`src/rtl/pkt_sched_pkg.sv`:
```
// Shared types and constants for the RF packet transfer sequencer.
//   state_t  : sequencer FSM states
//   BYTE_W   : byte index width for the default packet size
//   BIT_W    : TX bit counter width for the default frame size
//   CS_IDLE  : deasserted level of the active-low SPI chip select
//   cnt_w()  : counter width for n states, never less than 1
package pkt_sched_pkg;

  typedef enum logic [2:0] {
    S_IDLE,
    S_RX_WAIT_LO,
    S_RX_XFER,
    S_TX_WAIT_HI,
    S_TX_SHIFT
  } state_t;

  localparam int NBYTES_DEF = 8;
  localparam int BITS_DEF   = 8;
  localparam int BYTE_W     = $clog2(NBYTES_DEF);
  localparam int BIT_W      = $clog2(BITS_DEF);

  localparam logic CS_IDLE = 1'b1;

  function automatic int cnt_w(input int n);
    return (n > 1) ? $clog2(n) : 1;
  endfunction

endpackage

```
`src/rtl/pkt_xfer_sched_cs_sync.sv`:
```
// CS synchroniser and edge detector.
//   i_clk     : system clock
//   i_rst_n   : asynchronous active-low reset (flops reset to CS idle level)
//   i_cs      : raw SPI chip select, asynchronous to i_clk
//   o_cs_s    : synchronised chip select
//   o_cs_fall : one-cycle strobe, synchronised CS went low
//   o_cs_rise : one-cycle strobe, synchronised CS went high
module cs_sync
  import pkt_sched_pkg::*;
#(
  parameter int SYNC_STAGES = 2
) (
  input  logic i_clk,
  input  logic i_rst_n,
  input  logic i_cs,
  output logic o_cs_s,
  output logic o_cs_fall,
  output logic o_cs_rise
);

  logic [SYNC_STAGES-1:0] r_sync;
  logic                   r_cs_q;

  always_ff @(posedge i_clk or negedge i_rst_n) begin
    if (!i_rst_n) begin
      r_sync <= {SYNC_STAGES{CS_IDLE}};
      r_cs_q <= CS_IDLE;
    end else begin
      r_sync <= {r_sync[SYNC_STAGES-2:0], i_cs};
      r_cs_q <= r_sync[SYNC_STAGES-1];
    end
  end

  assign o_cs_s    = r_sync[SYNC_STAGES-1];
  assign o_cs_fall = ~o_cs_s & r_cs_q;
  assign o_cs_rise = o_cs_s & ~r_cs_q;

endmodule

```
`src/rtl/pkt_xfer_sched.sv`:
```
// Sequencing controller for the RF packet datapath.
//   RX: packet-received edge loads the packet register, then one byte is
//       read per CS frame (byte_sel/byte_adv); after the last byte the
//       shift buffer is cleared and done pulses.
//   TX: after an SPI write frame, tx_ld loads the TX buffer and exactly
//       BITS sh_en strobes are passed through as tx_en.
// Ports:
//   clk, PRESETn           : clock, asynchronous active-low reset
//   rx_mode                : 1 = RX sequencing, 0 = TX (sampled in IDLE)
//   pkt_rec, cs, sh_en     : packet level, raw chip select, bit strobe
//   ovf_clr                : clears the sticky overrun flag
//   pkt_ld, byte_adv, pkt_clr, tx_ld, done : registered one-cycle pulses
//   byte_sel               : byte index presented to the SPI slave
//   tx_en                  : TX shift enable (sh_en gated by TX_SHIFT)
//   busy                   : sequencer not idle
//   ovf                    : sticky overrun flag
module pkt_xfer_sched
  import pkt_sched_pkg::*;
#(
  parameter  int NBYTES      = NBYTES_DEF,
  parameter  int BITS        = BITS_DEF,
  parameter  int SYNC_STAGES = 2,
  localparam int SEL_W       = cnt_w(NBYTES),
  localparam int CNT_W       = cnt_w(BITS)
) (
  input  logic             clk,
  input  logic             PRESETn,
  input  logic             rx_mode,
  input  logic             pkt_rec,
  input  logic             cs,
  input  logic             sh_en,
  input  logic             ovf_clr,
  output logic             pkt_ld,
  output logic [SEL_W-1:0] byte_sel,
  output logic             byte_adv,
  output logic             pkt_clr,
  output logic             tx_ld,
  output logic             tx_en,
  output logic             busy,
  output logic             done,
  output logic             ovf
);

  logic w_cs_s;
  logic w_cs_fall;
  logic w_cs_rise;
  logic w_pkt_rise;

  cs_sync #(
    .SYNC_STAGES(SYNC_STAGES)
  ) u_cs_sync (
    .i_clk    (clk),
    .i_rst_n  (PRESETn),
    .i_cs     (cs),
    .o_cs_s   (w_cs_s),
    .o_cs_fall(w_cs_fall),
    .o_cs_rise(w_cs_rise)
  );

  logic r_pkt_rec_q;

  always_ff @(posedge clk or negedge PRESETn) begin
    if (!PRESETn) r_pkt_rec_q <= 1'b0;
    else          r_pkt_rec_q <= pkt_rec;
  end

  assign w_pkt_rise = pkt_rec & ~r_pkt_rec_q;

  state_t           r_state,    w_state_nx;
  logic [SEL_W-1:0] r_byte_sel, w_sel_nx;
  logic [CNT_W-1:0] r_bit_cnt,  w_cnt_nx;
  logic             r_pkt_ld,   w_ld_nx;
  logic             r_byte_adv, w_adv_nx;
  logic             r_pkt_clr,  w_clr_nx;
  logic             r_tx_ld,    w_txld_nx;
  logic             r_done,     w_done_nx;
  logic             r_ovf,      w_ovf_nx;

  always_ff @(posedge clk or negedge PRESETn) begin
    if (!PRESETn) begin
      r_state    <= S_IDLE;
      r_byte_sel <= '0;
      r_bit_cnt  <= '0;
      r_pkt_ld   <= 1'b0;
      r_byte_adv <= 1'b0;
      r_pkt_clr  <= 1'b0;
      r_tx_ld    <= 1'b0;
      r_done     <= 1'b0;
      r_ovf      <= 1'b0;
    end else begin
      r_state    <= w_state_nx;
      r_byte_sel <= w_sel_nx;
      r_bit_cnt  <= w_cnt_nx;
      r_pkt_ld   <= w_ld_nx;
      r_byte_adv <= w_adv_nx;
      r_pkt_clr  <= w_clr_nx;
      r_tx_ld    <= w_txld_nx;
      r_done     <= w_done_nx;
      r_ovf      <= w_ovf_nx;
    end
  end

  always_comb begin
    w_state_nx = r_state;
    w_sel_nx   = r_byte_sel;
    w_cnt_nx   = r_bit_cnt;
    w_ld_nx    = 1'b0;
    w_adv_nx   = 1'b0;
    w_clr_nx   = 1'b0;
    w_txld_nx  = 1'b0;
    w_done_nx  = 1'b0;
    w_ovf_nx   = r_ovf;

    // Clear first so a coincident overrun still sets the flag.
    if (ovf_clr) w_ovf_nx = 1'b0;
    if ((w_pkt_rise && (r_state != S_IDLE)) ||
        (w_cs_fall  && (r_state == S_TX_SHIFT)))
      w_ovf_nx = 1'b1;

    case (r_state)
      S_IDLE: begin
        if (rx_mode && w_pkt_rise) begin
          w_ld_nx    = 1'b1;
          w_sel_nx   = '0;
          w_state_nx = S_RX_WAIT_LO;
        end else if (!rx_mode && w_cs_fall) begin
          w_state_nx = S_TX_WAIT_HI;
        end
      end
      S_RX_WAIT_LO: begin
        if (w_cs_fall) w_state_nx = S_RX_XFER;
      end
      S_RX_XFER: begin
        if (w_cs_rise) begin
          w_adv_nx = 1'b1;
          if (r_byte_sel == SEL_W'(NBYTES - 1)) begin
            w_clr_nx   = 1'b1;
            w_done_nx  = 1'b1;
            w_sel_nx   = '0;
            w_state_nx = S_IDLE;
          end else begin
            w_sel_nx   = r_byte_sel + SEL_W'(1);
            w_state_nx = S_RX_WAIT_LO;
          end
        end
      end
      S_TX_WAIT_HI: begin
        // Frame is closed once CS is back at its idle level.
        if (w_cs_rise && (w_cs_s == CS_IDLE)) begin
          w_txld_nx  = 1'b1;
          w_cnt_nx   = '0;
          w_state_nx = S_TX_SHIFT;
        end
      end
      S_TX_SHIFT: begin
        if (sh_en) begin
          if (r_bit_cnt == CNT_W'(BITS - 1)) begin
            w_done_nx  = 1'b1;
            w_state_nx = S_IDLE;
          end else begin
            w_cnt_nx = r_bit_cnt + CNT_W'(1);
          end
        end
      end
      default: w_state_nx = S_IDLE;
    endcase
  end

  assign pkt_ld   = r_pkt_ld;
  assign byte_sel = r_byte_sel;
  assign byte_adv = r_byte_adv;
  assign pkt_clr  = r_pkt_clr;
  assign tx_ld    = r_tx_ld;
  assign done     = r_done;
  assign ovf      = r_ovf;
  assign busy     = (r_state != S_IDLE);
  assign tx_en    = sh_en & (r_state == S_TX_SHIFT);

endmodule

```
`config.mk`:
```
export PLATFORM = sky130hd
export DESIGN_NAME = pkt_xfer_sched
export DESIGN_NICKNAME = d
export VERILOG_FILES = /design/src/rtl/pkt_sched_pkg.sv /design/src/rtl/pkt_xfer_sched_cs_sync.sv /design/src/rtl/pkt_xfer_sched.sv
export SDC_FILE = /design/constraint.sdc
export NUM_CORES = 1
export LEC_CHECK = 0
export CAP_MARGIN = 15
export CORE_UTILIZATION = 50
export CTS_CLUSTER_DIAMETER = 40
export DETAILED_ROUTE_END_ITERATION = 7
export MAX_ROUTING_LAYER = met4
export PLACE_DENSITY = 0.81
export RECOVER_POWER = 100
export SKIP_LAST_GASP = 1
export SYNTH_ARGS = -nofsm -noshare
export SYNTH_HDL_FRONTEND = slang
export SYNTH_SLANG_ARGS = --single-unit
export TNS_END_PERCENT = 5
```
`constraint.sdc`:
```
create_clock -name clk -period 2.1 [get_ports clk]
set_input_delay 0.42 -clock clk [delete_from_list [all_inputs] [get_ports clk]]
set_output_delay 0.42 -clock clk [all_outputs]
set_load 0.01 [all_outputs]
```
==> results of run 1 <==
placed cells by master (no fill, tap or decap), types with 2 or more instances in the layout:
| cell | netlist | final |
|---|---|---|
| nor2_1 | 5 | 5 |
| nand2b_1 | 5 | 5 |
| ha_1 | 4 | 4 |
| a22o_1 | 2 | 2 |
| nor3b_1 | 3 | 3 |
| dfrtp_1 | 16 | 16 |
| nand2_1 | 2 | 2 |
| a21oi_1 | 2 | 2 |
| clkbuf_1 | 1 | 3 |
| o2111ai_1 | 2 | 2 |
| nand4b_1 | 2 | 2 |
| dlygate4sd3_1 | 0 | 12 |
| mux2_2 | 2 | 2 |
| clkdlybuf4s50_1 | 0 | 3 |
| inv_1 | 6 | 6 |
| buf_4 | 1 | 4 |
| o211ai_1 | 3 | 3 |
| nor2b_1 | 2 | 2 |
| clkbuf_4 | 0 | 4 |
| dfstp_1 | 0 | 2 |
| o21ai_0 | 5 | 5 |
| nand3b_1 | 3 | 4 |
| a21o_1 | 3 | 3 |
report_power, final:
part	internal, mW	total [mW]	switching [mW]
registers	0.442	0.496	0.0535
clock network	0.0741	0.190	0.115
logic	0.223	0.447	0.224
total	0.739	1.13	0.393
stage by stage:
stage / TNS (ns) / hold slack (ns) / power [mW] / instances / worst slack [ns]
finish: 0 / 0.3729 / 1.132 / 136 / 0.07811
CTS: -0.1015 / 0.3688 / 1.156 / 134 / -0.1015
floorplan: 0 / 0.1244 / 0.7838 / 87 / 0.6220
detailed placement: 0 / 0.3490 / 0.9757 / 130 / 0.07058
global route: 0 / 0.3771 / 1.222 / 136 / 0.02330
global placement: 0 / 0.3495 / 0.9539 / 130 / 0.1096
kinds of logic (layout without fill, tap and decap cells):
family / after synthesis / count (layout) / share of synthesized area (%)
muxes: 2 / 2 / 2.368
and+or+nand+nor: 30 / 30 / 21.05
buffers and inverters: 10 / 34 / 4.605
DFF: 19 / 19 / 50.39
adders and majority gates: 4 / 4 / 5.263
AOI/OAI and AO/OA: 22 / 22 / 16.32
layer usage:
| layer | vias up | wire length [um] | track usage (%) |
|---|---|---|---|
| met5 | - | 0 | - |
| met4 | 0 | 41 | 12.12 |
| met3 | 4 | 99 | 4.762 |
| met2 | 31 | 907 | 33.43 |
| met1 | 359 | 816 | 26.20 |
| li1 | 368 | - | - |
state kept, by name (all words and copies together) (netlist names):
signal and count:
pkt_ld 1, r_state 3, tx_ld 1, r_bit_cnt 3
ovf 1, u_cs_sync.r_sync 2, done 1, pkt_clr 1
u_cs_sync.r_cs_q 1, r_pkt_rec_q 1, byte_adv 1, byte_sel 3
final cells by class:
type,count,area (um^2)
sequential,19,479.2
multi-input combinational,58,424.2
fill,133,548.0
clock buffer,4,26.28
tap,25,31.28
timing repair buffer,24,214.0
inverter,6,22.52
how the worst max path moves through the flow:
| stage | startpoint | end | cells past startpoint |
|---|---|---|---|
| finish | r_state[2] | busy | 3 |
| floorplan | u_cs_sync.r_cs_q | byte_sel[0] | 3 |
| detailed placement | sh_en | tx_en | 4 |
| global placement | sh_en | tx_en | 4 |
| CTS | r_state[2] | tx_en | 3 |
| global route | r_state[2] | busy | 3 |
timing repair:
item | in CTS | in global routing
setup buffers | 0 | 2
gates resized for setup | 1 | 1
endpoints found under the setup margin | 2 | 1
critical path, cell delays in order, from the launching register on:
cell	delay [ns]
dfrtp_1	0.42
clkbuf_4	0.15
or3_1	0.42
dlygate4sd2_1	0.31
==> results by group, run 1 <==
Clock tree
  • Clk buf depth: 2
  • Total clock sinks: 19
  • Clock transition at path regs: 0.11 ns
  • # hold bufs at CTS: 0
  • Clock latency on the worst-skew pair: 0.30 ns
  • H-tree depth: 1
  • CTS tree: done
  • Total CTS buffers: 3
  • Clock root cell: clkbuf_4

Yosys
  • Count leader, synth: dfrtp_1
  • Dominant synthesized flop cell: dfrtp_1
  • Post-synthesis register bit count: 19
  • Top cells by area, synth: dfrtp_1 (42%), dfstp_2 (8.3%), ha_1 (5.3%)
  • Mapped cell area: 950.9 um^2
  • Post-synth EDFFs: 0
  • Mapped Cells: 87
  • Top cell type's share of synthesized area: 42.11%
  • Syn Area/Cell: 10.93 um^2
  • Ys async rst share: 100.0%
  • Top cell type by total area after synthesis: dfrtp_1
  • Netlist cell types: 34
  • Syn Nets: 98
  • Post-synth top cells: dfrtp_1 (16), inv_1 (6), nand2b_1 (5), nor2_1 (5), o21ai_0 (5)
  • Sequential share of the synthesized area: 50.39%
  • Ys Warns: 0

STA
  • Endpoints failing setup: 0
  • Final Max Tran Viols: 0
  • Worst-Margin Slew: 0.6821 ns
  • Final Skew: 0.005069 ns
  • Tcrit/Tclk final: 96.28%
  • Tmin final: 2.022 ns
  • RSZ-0062 raised after global routing: false
  • Slew HR: 54.53%
  • Final hold viol count: 0
  • Max Freq: 494.6 MHz

Floorplan
  • Die height: 45.61 um
  • Initial Utilization: 54.48%
  • Total core area: 0.001745 mm^2
  • IO Pins: 18
  • Die area: 0.002080 mm^2
  • Row count: 15
  • DIE WIDTH: 45.61 um

Layout
  • Nets: 123
  • Area delta synth->final: 25.92%
  • N_diodes: 0
  • Layout cells sized above 1: 10.81%
  • Util after Layout: 68.60%
  • Design area: 0.001197 mm^2

Worst setup path
  • Reg2Reg Setup Slack: 0.41 ns
  • CP required: 1.68 ns
  • R2R depth: 3
  • Critical Path End Type: output pin
  • Reg2Reg Capture Point: byte_sel[0]
  • Reg2Reg Launch Point: u_cs_sync.r_cs_q
  • CP Max Fanout: 4
  • Type of the worst setup path: register to output pin
  • Worst setup SP type: register
  • Critical path arrival: 1.60 ns

Detailed routing
  • DR WL/cell: 13.71 um
  • Drt first-iter violations: 17
  • Drt total wl: 1865 um
  • Via density: 5.603
  • Post-route ant nets: 0
  • DRC: 0
  • Vias: 762
  • 1st-pass router iterations: 4

Global routing
  • First-pass GRT wire length: 2994 um
  • Vias in the first global route: 678
  • Global Route Usage Sum: 21.74%
  • Largest net degree at the start of global routing: 14
  • Initial antenna violation count: 0
  • Grt ovf: 0

Status
  • Outcome: completed

Hold path
  • Min-delay src: u_cs_sync.r_sync[0]
  • Hold Crit Depth: 0
  • Worst Hold End: u_cs_sync.r_sync[1]
  • Hold WC Path Type: register to register

Placement
  • Placed inst area: 0.001169 mm^2
  • RePlAce Congestion: 0.8398
  • Post-DP HPWL: 1418 um
  • Port buffer count: 17

Pwr
  • Power per cell area: 945.6 mW/mm^2
  • Pleak: 0.5631 nW
  • Worst IR Drop VDD: 0.5097 mV

Run
  • Max-Cap Viols: 0
(Power assumes the default switching activity.)
==> inputs of run 2 (changes only) <==
--- a/config.mk
+++ b/config.mk
@@ -7,10 +7,10 @@
 export LEC_CHECK = 0
 export CAP_MARGIN = 15
 export CORE_UTILIZATION = 50
-export CTS_CLUSTER_DIAMETER = 40
+export CTS_CLUSTER_DIAMETER = 80
 export DETAILED_ROUTE_END_ITERATION = 7
 export MAX_ROUTING_LAYER = met4
-export PLACE_DENSITY = 0.81
+export PLACE_DENSITY = 0.87
 export RECOVER_POWER = 100
 export SKIP_LAST_GASP = 1
 export SYNTH_ARGS = -nofsm -noshare
==> run 2 against run 1 <==
Effect of this change: core utilization increased by 0.21 points; first-iteration DRC count decreased by 29%; sequential cell count unchanged; clock power decreased by 6%; setup slack improved by 0.046 ns; register-to-register slack improved by 0.04 ns; hold slack got worse by 0.00055 ns; sequential share of layout area decreased by 0.12 points; maximum frequency increased by 2.3%; critical endpoint unchanged; highest routed layer unchanged.
==> results by group, run 2 (synthesized netlist as in run 1, its figures left out) <==
Status
  • Outcome: completed (unchanged)

STA
  • Tmin final: 1.976 ns (was 2.022 ns)
  • Max Freq: 506.2 MHz (was 494.6 MHz)
  • RSZ-0062 raised after global routing: false (unchanged)
  • Slew HR: 58.15% (was 54.53%)
  • Final hold viol count: 0 (unchanged)
  • Worst hold slack: 0.3723 ns (was 0.3729 ns)
  • Final Skew: 0.004848 ns (was 0.005069 ns)
  • Tcrit/Tclk final: 94.08% (was 96.28%)
  • Worst-Margin Slew: 0.6277 ns (was 0.6821 ns)
  • Endpoints failing setup: 0 (unchanged)
  • Final Max Tran Viols: 0 (unchanged)

Global routing
  • First-pass GRT wire length: 3146 um (was 2994 um)
  • Grt ovf: 0 (unchanged)
  • Vias in the first global route: 699 (was 678)
  • Largest net degree at the start of global routing: 14 (unchanged)
  • Initial antenna violation count: 0 (unchanged)
  • Global Route Usage Sum: 23.06% (was 21.74%)

Pwr
  • PnR Total Power: 1.128 mW (was 1.132 mW)
  • Worst IR Drop VDD: 0.5697 mV (was 0.5097 mV)
  • Pleak: 0.5668 nW (was 0.5631 nW)
  • Power per cell area: 939.1 mW/mm^2 (was 945.6 mW/mm^2)

Floorplan
  • Initial Utilization: 54.48% (unchanged)
  • Die height: 45.61 um (unchanged)
  • DIE WIDTH: 45.61 um (unchanged)
  • Total core area: 0.001745 mm^2 (unchanged)
  • IO Pins: 18 (unchanged)
  • Row count: 15 (unchanged)
  • Die area: 0.002080 mm^2 (unchanged)

Layout
  • Nets: 123 (unchanged)
  • Non-Filler Instances: 136 (unchanged)
  • Commonest non-fill, non-tap cell in the layout: dfrtp_1 (unchanged)
  • Area delta synth->final: 26.32% (was 25.92%)
  • Layout cells sized above 1: 11.71% (was 10.81%)
  • Commonest cells after routing, fill and taps aside: dfrtp_1 (16), dlygate4sd3_1 (12), inv_1 (6) (unchanged)
  • N_diodes: 0 (unchanged)

Worst setup path
  • CP required: 1.68 ns (about the same)
  • Type of the worst setup path: register to output pin (unchanged)
  • Worst setup SP type: register (unchanged)
  • Reg2Reg Setup Slack: 0.45 ns (was 0.41 ns)
  • Critical Path Source: r_state[2] (unchanged)
  • R2R depth: 3 (unchanged)
  • Reg2Reg Launch Point: u_cs_sync.r_cs_q (unchanged)
  • Critical Path End Type: output pin (unchanged)
  • Largest incremental delay on the critical path: 0.41 ns (was 0.42 ns)
  • WP buf/inv: 2 (unchanged)
  • CP max stage cell: dfrtp_1 (unchanged)
  • Reg2Reg Capture Point: byte_sel[0] (unchanged)
  • Critical path's top delay family: buffers and inverters (unchanged)
  • Worst path cell trace: clkbuf_4, or3_1, dlygate4sd2_1 (unchanged)
  • Critical path arrival: 1.56 ns (was 1.60 ns)
  • CP Max Fanout: 3 (was 4)

Clock tree
  • Total clock sinks: 19 (unchanged)
  • CTS tree: done (unchanged)
  • Clk buf depth: 2 (unchanged)
  • Clock root cell: clkbuf_4 (unchanged)
  • Total CTS buffers: 3 (unchanged)
  • Clock transition at path regs: 0.10 ns (was 0.11 ns)
  • # hold bufs at CTS: 0 (unchanged)
  • Clock latency on the worst-skew pair: 0.29 ns (was 0.30 ns)
  • H-tree depth: 1 (unchanged)

Detailed routing
  • Drt first-iter violations: 12 (was 17)
  • DRC: 0 (unchanged)
  • Via density: 5.500 (was 5.603)
  • DR WL/cell: 13.99 um (was 13.71 um)
  • 1st-pass router iterations: 4 (unchanged)
  • Post-route ant nets: 0 (unchanged)
  • Vias: 748 (was 762)
  • Drt total wl: 1903 um (was 1865 um)

Hold path
  • Worst Hold End: u_cs_sync.r_sync[1] (unchanged)
  • Hold Crit Depth: 0 (unchanged)
  • Min-delay src: u_cs_sync.r_sync[0] (unchanged)
  • Hold WC Path Type: register to register (unchanged)

Run
  • Max-Cap Viols: 0 (unchanged)

Placement
  • RePlAce Congestion: 0.8800 (was 0.8398)
  • Post-DP HPWL: 1472 um (was 1418 um)
  • Port buffer count: 17 (unchanged)
  • Dpl cells: 130 (unchanged)
-- run 2: final cells by class --
type	count	area (um^2)
repair buffers	24	217.7
fillers	142	544.3
multi-input cells	58	424.2
flip-flops and latches	19	479.2
well taps	25	31.28
clock buffers	4	26.28
inverters	6	22.52
-- run 2: repair_timing --
| item | 4_1_cts | 5_1_grt |
|---|---|---|
| gates resized for setup | 1 | 1 |
| gates cloned | 0 | 0 |
| pin swaps | 0 | 0 |
| endpoints found under the setup margin | 2 | 1 |
| setup buffers | 1 | 1 |
-- run 2: power breakdown --
group | leakage [nW] | switching [mW] | internal (mW)
Clock | 0.0150 | 0.104 | 0.0740
Combinational | 0.308 | 0.226 | 0.225
Sequential | 0.244 | 0.0563 | 0.442
-- run 2: how the worst max path moves through the flow --
| stage | slack [ns] | depth (start not counted) | to |
|---|---|---|---|
| detailed placement | 0.09 | 4 | tx_en |
| global placement | 0.11 | 4 | tx_en |
| global route | 0.06 | 3 | busy |
| CTS | -0.08 | 3 | tx_en |
| finish | 0.12 | 3 | busy |
| floorplan | 0.62 | 3 | byte_sel[0] |
-- run 2: metal layers --
metal / vias up / share of wire [%] / global-route usage [%]
li1: 369 / - / -
met5: - / 0 / -
met3: 6 / 4.3 / 7.143
met2: 25 / 49 / 34.00
met4: 0 / 2.2 / 12.12
met1: 348 / 45 / 28.10
-- run 2: stage by stage --
stage | util [%] | setup TNS, ns | cell area, um^2 | setup slack (ns)
floorplan | - | 0 | 950.9 | 0.6220
global route | 68.82 | 0 | 1201 | 0.06415
CTS | 68.82 | -0.07797 | 1201 | -0.07797
global placement | 66.95 | 0 | 1169 | 0.1064
finish | 68.82 | 0 | 1201 | 0.1244
detailed placement | 66.95 | 0 | 1169 | 0.09108
==> inputs of run 3 (changes only) <==
--- a/config.mk
+++ b/config.mk
@@ -8,7 +8,9 @@
 export CAP_MARGIN = 15
 export CORE_UTILIZATION = 50
 export CTS_CLUSTER_DIAMETER = 80
+export CTS_CLUSTER_SIZE = 12
 export DETAILED_ROUTE_END_ITERATION = 7
+export GPL_TIMING_DRIVEN = 0
 export MAX_ROUTING_LAYER = met4
 export PLACE_DENSITY = 0.87
 export RECOVER_POWER = 100
==> run 3 against run 2 <==
Effect of this change: non-clock buffer count shrank 4; register-to-register slack lost 0.04 ns; highest routed layer unchanged; hold slack lost 0.0014 ns; sequential cell count is the same; clock skew shrank 0.0043 ns; largest power group unchanged; power shrank 1.0%.
==> results by group, run 3 (synthesized netlist as in run 1, its figures left out) <==
Pwr
  • Net Sw Frac: 35.39% (was 34.27%)
  • Comb power frac: 38.6% (was 40.0%)
  • Switching power: 0.3951 mW (was 0.3865 mW)
  • Sequential Power Share: 44.8% (was 44.2%)
  • Pleak: 0.5586 nW (was 0.5668 nW)
  • Clock share of power: 16.6% (was 15.8%)
  • Power per cell area: 957.2 mW/mm^2 (was 939.1 mW/mm^2)
  • P_int: 0.7211 mW (was 0.7415 mW)
  • PnR Total Power: 1.116 mW (was 1.128 mW)
  • Worst IR Drop VDD: 0.6086 mV (was 0.5697 mV)

Placement
  • RePlAce Congestion: 0.8651 (was 0.8800)
  • Dpl cells: 128 (was 130)
  • Post-DP HPWL: 1325 um (was 1472 um)
  • Pre-CTS WS: 0.1776 ns (was 0.09108 ns)
  • Placed inst area: 0.001142 mm^2 (was 0.001169 mm^2)
  • Port buffer count: 16 (was 17)

Floorplan
  • Initial Utilization: 54.48% (unchanged)
  • Die height: 45.61 um (unchanged)
  • IO Pins: 18 (unchanged)
  • Row count: 15 (unchanged)
  • DIE WIDTH: 45.61 um (unchanged)
  • Die area: 0.002080 mm^2 (unchanged)
  • Total core area: 0.001745 mm^2 (unchanged)

Clock tree
  • Clock latency on the worst-skew pair: 0.30 ns (was 0.29 ns)
  • Total CTS buffers: 3 (unchanged)
  • Clock transition at path regs: 0.11 ns (was 0.10 ns)
  • Clk buf depth: 2 (unchanged)
  • Clock root cell: clkbuf_4 (unchanged)
  • CTS tree: done (unchanged)
  • Total clock sinks: 19 (unchanged)
  • # Post-CTS Setup Buffers: 0 (was 1)
  • # hold bufs at CTS: 0 (unchanged)
  • H-tree depth: 1 (unchanged)

Detailed routing
  • DRC: 0 (unchanged)
  • Vias: 728 (was 748)
  • Drt first-iter violations: 11 (was 12)
  • 1st-pass router iterations: 4 (unchanged)
  • Drt total wl: 1799 um (was 1903 um)
  • Via density: 5.515 (was 5.500)
  • Post-route ant nets: 0 (unchanged)
  • DR WL/cell: 13.63 um (was 13.99 um)

STA
  • Worst-Margin Slew: 0.7990 ns (was 0.6277 ns)
  • Final hold viol count: 0 (unchanged)
  • Final Skew: 0.0005210 ns (was 0.004848 ns)
  • Worst hold slack: 0.3709 ns (was 0.3723 ns)
  • Setup TNS after final layout: 0 ns (unchanged)
  • Tmin final: 1.974 ns (was 1.976 ns)
  • Tcrit/Tclk final: 94.02% (was 94.08%)
  • Final Max Tran Viols: 0 (unchanged)
  • Max Freq: 506.5 MHz (was 506.2 MHz)
  • Slew HR: 46.56% (was 58.15%)
  • Endpoints failing setup: 0 (unchanged)
  • RSZ-0062 raised after global routing: false (unchanged)
  • Final Worst Setup Slack: 0.1256 ns (was 0.1244 ns)

Layout
  • Non-Filler Instances: 132 (was 136)
  • Util after Layout: 66.81% (was 68.82%)
  • Area delta synth->final: 22.63% (was 26.32%)
  • Commonest cells after routing, fill and taps aside: dfrtp_1 (16), dlygate4sd3_1 (13), inv_1 (6) (was dfrtp_1 (16), dlygate4sd3_1 (12), inv_1 (6))
  • Commonest non-fill, non-tap cell in the layout: dfrtp_1 (unchanged)
  • Layout cells sized above 1: 9.346% (was 11.71%)
  • Nets: 119 (was 123)
  • N_diodes: 0 (unchanged)
  • Design area: 0.001166 mm^2 (was 0.001201 mm^2)

Worst setup path
  • Worst path cell trace: buf_4, or3b_4, nor2_1, dlygate4sd2_1 (was clkbuf_4, or3_1, dlygate4sd2_1)
  • WP buf/inv: 2 (unchanged)
  • Critical Path End Type: output pin (unchanged)
  • CP Max Fanout: 10 (was 3)
  • Critical path's top delay family: simple AND/OR/NAND/NOR gates (was buffers and inverters)
  • CP max stage cell: or3b_4 (was dfrtp_1)
  • CP required: 1.68 ns (about the same)
  • Largest incremental delay on the critical path: 0.41 ns (about the same)
  • Type of the worst setup path: register to output pin (unchanged)
  • Worst setup SP type: register (unchanged)
  • Critical path arrival: 1.55 ns (was 1.56 ns)

Status
  • Outcome: completed (unchanged)

Global routing
  • Global Route Usage Sum: 20.88% (was 23.06%)
  • Grt ovf: 0 (unchanged)
  • First-pass GRT wire length: 2904 um (was 3146 um)
  • Initial antenna violation count: 0 (unchanged)
  • Vias in the first global route: 666 (was 699)
  • Largest net degree at the start of global routing: 20 (was 14)

Hold path
  • Hold WC Path Type: register to register (unchanged)

Run
  • Max-Cap Viols: 0 (unchanged)
==> run 3: changes by cell type in the layout (fill, tap and decap cells not counted) <==
cell / previous run / this run
buf_4: 4 / 1
dlygate4sd3_1: 12 / 13
clkdlybuf4s50_1: 3 / 1
clkbuf_4: 5 / 3
clkinv_2: 0 / 1
buf_2: 0 / 1
dlymetal6s2s_1: 0 / 1
clkdlybuf4s25_1: 1 / 0
==> run 3: worst paths after layout <==
path	start	end	slack, ns	cells after the start
max	r_state[2]	tx_en	0.13	4
min in group asynchronous	PRESETn	done	0.64	1
min	u_cs_sync.r_sync[0]	u_cs_sync.r_sync[1]	0.37	0
max in group asynchronous	PRESETn	r_bit_cnt[0]	0.97	1
min reg2reg	u_cs_sync.r_sync[0]	u_cs_sync.r_sync[1]	0.37	0
max reg2reg	r_state[1]	r_bit_cnt[1]	0.41	4
==> run 3: metal layers <==
layer / routed length, um / up-vias / part of all wire [%] / global-route usage [%]
met5: 0 / - / 0 / -
met2: 895 / 17 / 50 / 34.57
met1: 820 / 349 / 46 / 23.93
li1: - / 358 / - / -
met3: 59 / 4 / 3.3 / 4.762
met4: 23 / 0 / 1.3 / 9.091
==> run 3: cell type report <==
cell class                      instances  area, um^2
Clock buffer                            3       22.52
Multi-Input combinational cell         58       424.2
Clock inverter                          1       5.005
Inverter                                6       22.52
Buffer                                  4       20.02
Fill cell                             143       579.3
Sequential cell                        19       479.2
Tap cell                               25       31.28
Timing Repair Buffer                   16       161.4
==> run 3: what timing repair did <==
action / in CTS / in global routing
gates resized for setup: 1 / 1
endpoints found under the setup margin: 2 / 1
endpoints found under the hold margin: 0 / 0
==> run 3: power groups by stage <==
stage | clock network [mW] | registers, mW | logic (mW)
global route | 0.208 | 0.514 | 0.476
floorplan | 0 | 0.512 | 0.271
CTS | 0.191 | 0.502 | 0.453
global placement | 0 | 0.503 | 0.432
finish | 0.185 | 0.500 | 0.431
detailed placement | 0 | 0.508 | 0.449
